$ cat src/rtl/omsp_spm_key_writer_pkg.sv
// Shared types and sizing for the SPM key writer and its fold helper.
package omsp_spm_key_writer_pkg;

    localparam int unsigned SECURITY_W = 64;

    localparam int unsigned WORD_W    = 16;
    localparam int unsigned KEY_WORDS = SECURITY_W / WORD_W;
    localparam int unsigned CNT_W     = (KEY_WORDS > 1) ? $clog2(KEY_WORDS) : 1;

    // Key-writer sequencing states
    typedef enum logic [2:0] {
        ST_IDLE   = 3'd0,
        ST_CHECK  = 3'd1,
        ST_LOAD   = 3'd2,
        ST_FLUSH  = 3'd3,
        ST_VERIFY = 3'd4,
        ST_DONE   = 3'd5
    } state_t;

    // One key-word write towards spm_control
    typedef struct packed {
        logic [CNT_W-1:0]  idx;
        logic [WORD_W-1:0] word;
    } key_wr_t;

endpackage

$ cat src/rtl/omsp_spm_key_fold.sv
// Combinational XOR-fold of the full SPM key down to one 16-bit word.
module omsp_spm_key_fold
    import omsp_spm_key_writer_pkg::*;
(
    input  logic [SECURITY_W-1:0] i_key,
    output logic [WORD_W-1:0]     o_fold_c
);

    // XOR every 16-bit slice of the key together
    always_comb begin
        o_fold_c = '0;
        for (int unsigned i = 0; i < KEY_WORDS; i++) begin
            o_fold_c = o_fold_c ^ i_key[i*WORD_W +: WORD_W];
        end
    end

endmodule

$ cat src/rtl/omsp_spm_key_writer.sv
// SPM key writer: streams a derived key from the crypto unit into the
// selected SPM through spm_control, then reports done/error.
// Optional build macro SPM_KEY_READBACK_EN adds a post-load checksum
// verification of key_out before reporting done.
module omsp_spm_key_writer
    import omsp_spm_key_writer_pkg::*;
#(
    parameter int unsigned KEY_IDX_SIZE = 4
)(
    input  logic                    mclk,
    input  logic                    puc_rst_n,
    input  logic                    start,
    input  logic [15:0]             target_id,
    input  logic                    abort,
    input  logic                    word_valid,
    input  logic [15:0]             word_in,
    output logic                    word_ready,
    output logic [15:0]             spm_key_select,
    input  logic                    spm_key_select_valid,
    output logic                    write_key,
    output logic [15:0]             key_in,
    output logic [KEY_IDX_SIZE-1:0] key_idx,
    input  logic [SECURITY_W-1:0]   key_out,
    output logic                    busy,
    output logic                    done,
    output logic                    error
);

    localparam logic [CNT_W-1:0] LAST_IDX = CNT_W'(KEY_WORDS - 1);

    state_t            r_state;
    state_t            w_next_state;
    logic [CNT_W-1:0]  r_cnt;
    logic [WORD_W-1:0] r_sel;
    key_wr_t           r_wr;
    logic              r_write_key;
    logic              r_word_ready;
    logic              r_busy;
    logic              r_done;
    logic              r_error;
    logic              w_hs;
    logic              w_last;
    logic              w_done_next;
    logic              w_error_next;
    logic              w_mismatch;

`ifdef SPM_KEY_READBACK_EN
    logic [WORD_W-1:0] r_chk;
    logic [WORD_W-1:0] w_fold;

    omsp_spm_key_fold u_fold (
        .i_key    (key_out),
        .o_fold_c (w_fold)
    );

    assign w_mismatch = (r_chk != w_fold);

    // Running XOR of accepted words, cleared whenever the writer returns to idle
    always_ff @(posedge mclk or negedge puc_rst_n) begin
        if (!puc_rst_n) begin
            r_chk <= '0;
        end else if (w_next_state == ST_IDLE) begin
            r_chk <= '0;
        end else if (w_hs) begin
            r_chk <= r_chk ^ word_in;
        end
    end
`else
    logic w_unused_key_out;
    assign w_unused_key_out = ^key_out;
    assign w_mismatch       = 1'b0;
`endif

    // State register
    always_ff @(posedge mclk or negedge puc_rst_n) begin
        if (!puc_rst_n) begin
            r_state <= ST_IDLE;
        end else begin
            r_state <= w_next_state;
        end
    end

    // Next state, handshake and completion decode
    always_comb begin
        w_next_state = r_state;
        w_hs         = 1'b0;
        w_done_next  = 1'b0;
        w_error_next = 1'b0;
        w_last       = (r_cnt == LAST_IDX);
        case (r_state)
            ST_IDLE: begin
                if (start && !abort) begin
                    w_next_state = ST_CHECK;
                end
            end
            ST_CHECK: begin
                if (abort) begin
                    w_next_state = ST_IDLE;
                end else if (!spm_key_select_valid) begin
                    w_next_state = ST_IDLE;
                    w_error_next = 1'b1;
                end else begin
                    w_next_state = ST_LOAD;
                end
            end
            ST_LOAD: begin
                if (abort) begin
                    w_next_state = ST_IDLE;
                end else if (word_valid && r_word_ready) begin
                    w_hs = 1'b1;
                    if (w_last) begin
                        w_next_state = ST_FLUSH;
                    end
                end
            end
            ST_FLUSH: begin
                if (abort) begin
                    w_next_state = ST_IDLE;
                end else begin
`ifdef SPM_KEY_READBACK_EN
                    w_next_state = ST_VERIFY;
`else
                    w_next_state = ST_DONE;
                    w_done_next  = 1'b1;
`endif
                end
            end
            ST_VERIFY: begin
                if (abort) begin
                    w_next_state = ST_IDLE;
                end else begin
                    w_next_state = ST_DONE;
                    w_error_next = w_mismatch;
                    w_done_next  = !w_mismatch;
                end
            end
            ST_DONE: begin
                w_next_state = ST_IDLE;
            end
            default: begin
                w_next_state = ST_IDLE;
            end
        endcase
    end

    // Registered outputs, word counter and target select
    always_ff @(posedge mclk or negedge puc_rst_n) begin
        if (!puc_rst_n) begin
            r_write_key  <= 1'b0;
            r_wr         <= '0;
            r_word_ready <= 1'b0;
            r_busy       <= 1'b0;
            r_done       <= 1'b0;
            r_error      <= 1'b0;
            r_sel        <= '0;
            r_cnt        <= '0;
        end else begin
            r_write_key  <= w_hs;
            r_word_ready <= (w_next_state == ST_LOAD);
            r_busy       <= (w_next_state != ST_IDLE);
            r_done       <= w_done_next;
            r_error      <= w_error_next;
            if (w_hs) begin
                r_wr <= {r_cnt, word_in};
            end
            if (w_next_state == ST_IDLE) begin
                r_sel <= '0;
            end else if (r_state == ST_IDLE) begin
                r_sel <= target_id;
            end
            if (w_next_state == ST_IDLE) begin
                r_cnt <= '0;
            end else if (w_hs && !w_last) begin
                r_cnt <= r_cnt + CNT_W'(1);
            end
        end
    end

    assign word_ready     = r_word_ready;
    assign spm_key_select = r_sel;
    assign write_key      = r_write_key;
    assign key_in         = r_wr.word;
    assign key_idx        = KEY_IDX_SIZE'(r_wr.idx);
    assign busy           = r_busy;
    assign done           = r_done;
    assign error          = r_error;

endmodule

$ cat config.mk
export PLATFORM = sky130hd
export DESIGN_NAME = omsp_spm_key_writer
export DESIGN_NICKNAME = d
export VERILOG_FILES = /design/src/rtl/omsp_spm_key_writer_pkg.sv /design/src/rtl/omsp_spm_key_fold.sv /design/src/rtl/omsp_spm_key_writer.sv
export SDC_FILE = /design/constraint.sdc
export NUM_CORES = 1
export LEC_CHECK = 0
export BUFFER_PORTS_ARGS = -buffer_cell sky130_fd_sc_hd__buf_2
export CAP_MARGIN = 20
export CORE_ASPECT_RATIO = 1.2
export CORE_UTILIZATION = 41
export DETAILED_ROUTE_END_ITERATION = 6
export GPL_TIMING_DRIVEN = 0
export PLACE_DENSITY = 0.86
export REMOVE_ABC_BUFFERS = 1
export SETUP_SLACK_MARGIN = 0.1
export SYNTH_ARGS = -nofsm -noshare
export SYNTH_HDL_FRONTEND = slang
export SYNTH_HIERARCHICAL = 1
export SYNTH_SLANG_ARGS = --single-unit
$ cat constraint.sdc
create_clock -name mclk -period 4.5 [get_ports mclk]
set_input_delay 0.225 -clock mclk [delete_from_list [all_inputs] [get_ports mclk]]
set_output_delay 0.225 -clock mclk [all_outputs]
set_load 0.02 [all_outputs]
# Yosys cells after proc, flatten, opt, wreduce, memory -nomap -nowiden
# Index checks and enable logic that the tools add are counted.
# Widths: inputs -> output; s select.
# op_classes
add_sub_neg	1
n_mul	0
div	0
n_lt_le_gt_ge	0
eq_ne	6
shift	0
muxes	20
n_bitwise	0
reduce_logical	11
# op_table
operator	n
$mux 16	2
$mux 3	5
$pmux 3 s4	1
$eq 3x2->1 const B	3
$mux 1	8
$mux 2	4
$logic_not 3->1	2
$reduce_bool 2->1	2
$eq 3x1->1 const B	1
$eq 3x3->1 const B	1
$logic_and 1x1->1	3
$reduce_bool 3->1	1
$add 2x1->2 const B	1
$eq 2x2->1 const B	1
$logic_not 1->1	2
$reduce_or 2->1	1
# word_totals
reg_bits	44
latch_bits	0
mem_bits_rw	0
mem_bits_ro	0
input_bits	102
output_inout_bits	41
wordCells	48
memories	0

# Depth between registers and ports, before layout
# logic_depth
depth_word	7
depth_mapped	6
depth_no_buf	5

# Worst setup path after synthesis
# OpenSTA, ideal clock, no wires.
# synth_path
kind	register to register
start	register r_state[0]
end	register r_wr (netlist bit key_in[10])
setup_ns	0.125
arrival_ns	1.461
t_required_ns	4.375
setup_slack_ns	2.914
stages_incl_launch_ff	6
path_buffers	1
path_cell_list	dfrtp_1 > and4b_1 > nand2_1 > inv_2 > buf_4 > mux2_2
# synth_via
elab_chain_len	2
# synth_rtl
item	line_no	text
start, declared	omsp_spm_key_writer.sv:31	state_t r_state;
start signal, assigned	omsp_spm_key_writer.sv:79	r_state <= w_next_state;
$eq 3x2->1	omsp_spm_key_writer.sv:90	case (r_state)
$mux 1	omsp_spm_key_writer.sv:90	
net w_hs	omsp_spm_key_writer.sv:41	logic w_hs;
end signal, assigned	omsp_spm_key_writer.sv:164	r_wr <= {r_cnt, word_in};
end, declared	omsp_spm_key_writer.sv:35	key_wr_t r_wr;
# The timed path passes the listed nets, and every way through them passes these cells.
# A chain may end at the register's enable or synchronous reset.

# Final worst setup path
# layout_path
start	register r_state[0]
end	register r_sel[4], in the netlist spm_key_select[4]
# layout_via
elab_chain_len	6
# layout_rtl
item	line_no	text
$mux 3	omsp_spm_key_writer.sv:111	if (w_last) begin
$mux 3	omsp_spm_key_writer.sv:109	end else if (word_valid && r_word_ready) begin
$mux 3	omsp_spm_key_writer.sv:107	if (abort) begin
$pmux 3 s4	omsp_spm_key_writer.sv:90	
$logic_not 3->1	omsp_spm_key_writer.sv:166	if (w_next_state == ST_IDLE) begin
$mux 16 or $reduce_bool 2->1 (tied branches)	n/a	
end signal, assigned	omsp_spm_key_writer.sv:169	r_sel <= target_id;
end, declared	omsp_spm_key_writer.sv:34	logic [WORD_W-1:0] r_sel;
# Several ways; a longest one is shown, not always the timed one.

==> impl_results.md <==
* Area of the multi-input gates at 602 um^2
* Die X at 61.7 um
* Htree depth at 2
* Ys Warns at 6
* Rows at 25
* Worst skew pair latency at about 0.29 ns
* RSZ-0062 raised after global routing: no
* Count leader, synth: dfrtp_1
* First-pass GRT wire length at 5010 um
* Placed standard-cell area at 2160 um^2
* Grt ovf at 0
* Fin area at 2280 um^2
* Post-synth top cells: dfrtp_1 (44), nand2_1 (34), a21oi_1 (19)
* Lkg Pwr at 1.30 nW
* Max Root-Sink Buffers at 2
* Status: completed
* Fillers at 359
* Hold Fails Final Rpt at 0
* Worst setup path end: spm_key_select[4]
* PortBufs at 76
* CTS Buf Count at 5
* First-pass detailed-route iteration total at 4
* Peak supply drop at 0.209 mV
* Antenna violations before repair at 0
* Endpoints failing setup at 0
* Endpoint type of the worst setup path: flip-flop
* Post-CTS sizing at 0
* Share of the synthesized area in the top cell type at 0.628
* Worst slew pin tran at ~0.94 ns
* Antenna Violating Nets Remaining at 0
* Post-synth ARST share at 1.00
* DR iter-0 viols at 39
* Area contributors post-synth: dfrtp_1 (63%), mux2_2 (12%), nand2_1 (7.3%), a21oi_1 (5.4%), buf_4 (1.3%)
* CP Max Fanout at 19
* Fraction of layout cells with a size suffix above 1 at 0.469
* Syn Inst Count at around 150
* Via Count at 1,332
* CP startpoint kind: flip-flop
* Post-synth EDFFs at 0
* GRT Total Usage at 0.154
* Clk_skew at approximately 0.0034 ns
* P&R area growth vs syn at 29.9%
* DRC Markers at 0
* Hold Crit Class: in -> async
* CTS tree: done
* Util after Layout at 0.569
* # diodes at 0
* Post-route insts no fill at 282
* Critical path class: reg -> reg
* Worst path arrival time at 1.94 ns
* Drt wl/cell at 12.1 um
* Hold_ws at 0.0755 ns
* Die Span Y at 73.6 um
* Clock Pin Slew Worst Setup and Hold Paths at approximately 0.080 ns
* Post-DP HPWL at between 2000 and 2500 um
* Fin crit share at 0.398
* Final Max Slew Viols at 0
* Fin nets at 330
* Ys flop type: dfrtp_1
* Synth Register Bits at 44
* PwrDens at 366 nW/um^2
* Setup Buffers After CTS at 0
* FF-to-FF Start: r_state[0]
* Setup TNS at 0 ns
* Vias in the first global route at about 1,200
* Max-slew headroom at 0.371
* Clock root buffer: clkbuf_8
* Register area at roughly 1100 um^2
* Synth area leader: dfrtp_1
* Post-Syn Area at 1750 um^2
* Cell variety after synth at 27
* Hold buffers post-CTS at 0
* Post-Place Cells at 273
* Mean Syn Cell Area at approximately 12 um^2
* CP Launch Point: r_state[0]
* CP Data Required Time at roughly 4.7 ns
* Post-layout min period at between 1.5 and 2 ns
* DRT Wirelength at 3420 um
* Largest net degree at the start of global routing at 45
* Gpl congestion at 0.686
* Clock Sinks at 44
* Fraction of the yosys area taken by sequential cells at 0.628
* Reg2Reg Setup Slack at 2.71 ns
* Max_cap viols at 0
* Vias per cell at 4.72
* Core ar. at 4000 um^2
* Initial Util at 0.438
* I/O Pins at approximately 140
* FF-to-FF End: spm_key_select[4]
* Die footprint at 4540 um^2
* R2r worst-path depth at 4
* F_max at 558 MHz
[cells in the final DEF, fill, tap and decap left out]
cell type and instances:
a21boi_1 1, a21o_1 1, a21oi_1 19, a21oi_2 1, a21oi_4 1, a221o_1 1, and2_1 1, and2b_1 1
and4b_1 1, buf_2 76, buf_4 1, bufinv_16 1, clkbuf_8 5, clkinv_2 1, clkinvlp_4 1, conb_1 2
dfrtp_1 44, ha_1 1, inv_1 1, inv_2 1, mux2_2 18, nand2_1 34, nand2b_1 1, nand3b_1 2
nor2_1 6, nor4bb_1 1, o21ai_0 2, or2_2 1, or3_1 2
[state kept, by name (all words and copies together) (netlist names)]
signal          count
spm_key_select     16
key_in             16
busy                1
r_cnt               2
write_key           1
key_idx             2
error               1
word_ready          1
r_state             3
done                1
[metrics by stage]
| step | total power [mW] | setup slack [ns] |
|---|---|---|
| 3_3_place_gp | 0.546 | 2.56 |
| 2_1_floorplan | 0.496 | 2.92 |
| 6_report | 0.834 | 2.71 |
| 3_5_place_dp | 0.550 | 2.52 |
| 5_1_grt | 0.871 | 2.54 |
| 4_1_cts | 0.845 | 2.50 |
[layer usage]
layer	part of all wire	vias up	track usage
met4	0.018	0	0.0840
met1	0.42	608	0.163
met3	0.070	7	0.0423
met2	0.49	66	0.268
li1	-	651	-
met5	0	-	0
[critical path, stage by stage (launching register included)]
cell and delay, ns:
dfrtp_1 0.47, and4b_1 0.24, a221o_1 0.36, a21oi_4 0.47
a21oi_1 0.10
[cells by family after synthesis]
| family | Yosys count | synth area share |
|---|---|---|
| and+or+nand+nor | 50 | 0.128 |
| DFF | 44 | 0.628 |
| AOI/OAI and AO/OA | 26 | 0.0885 |
| muxes | 18 | 0.116 |
| buffers and inverters | 9 | 0.0307 |
| adders and majority gates | 1 | 0.00714 |
| other | 1 | 0.00214 |
[where the power goes]
group / leakage (nW) / switching (mW) / internal, mW / total (mW)
Sequential: 0.604 / 0.0107 / 0.414 / 0.425
Combinational: 0.637 / 0.0739 / 0.0425 / 0.116
Clock: 0.0541 / 0.129 / 0.164 / 0.293
[worst min path at each step]
| stage | from | end | slack (ns) | cells after the start |
|---|---|---|---|---|
| after global placement | puc_rst_n | key_in[11] | 0.41 | 1 |
| after CTS | spm_key_select_valid | error | 0.10 | 2 |
| after floorplan | puc_rst_n | busy | -0.07 | 0 |
| final | puc_rst_n | key_in[15] | 0.08 | 1 |
| after detailed placement | spm_key_select_valid | error | 0.42 | 2 |
| after global routing | spm_key_select_valid | error | 0.11 | 2 |
[cell type report]
class / count / area share
Clock inverter: 3 / 0.0187
Inverter: 2 / 0.00330
Multi-Input combinational cell: 97 / 0.264
Tap cell: 54 / 0.0297
Timing Repair Buffer: 77 / 0.170
Clock buffer: 5 / 0.0302
Sequential cell: 44 / 0.484
Power figures use the tool's default switching activity.
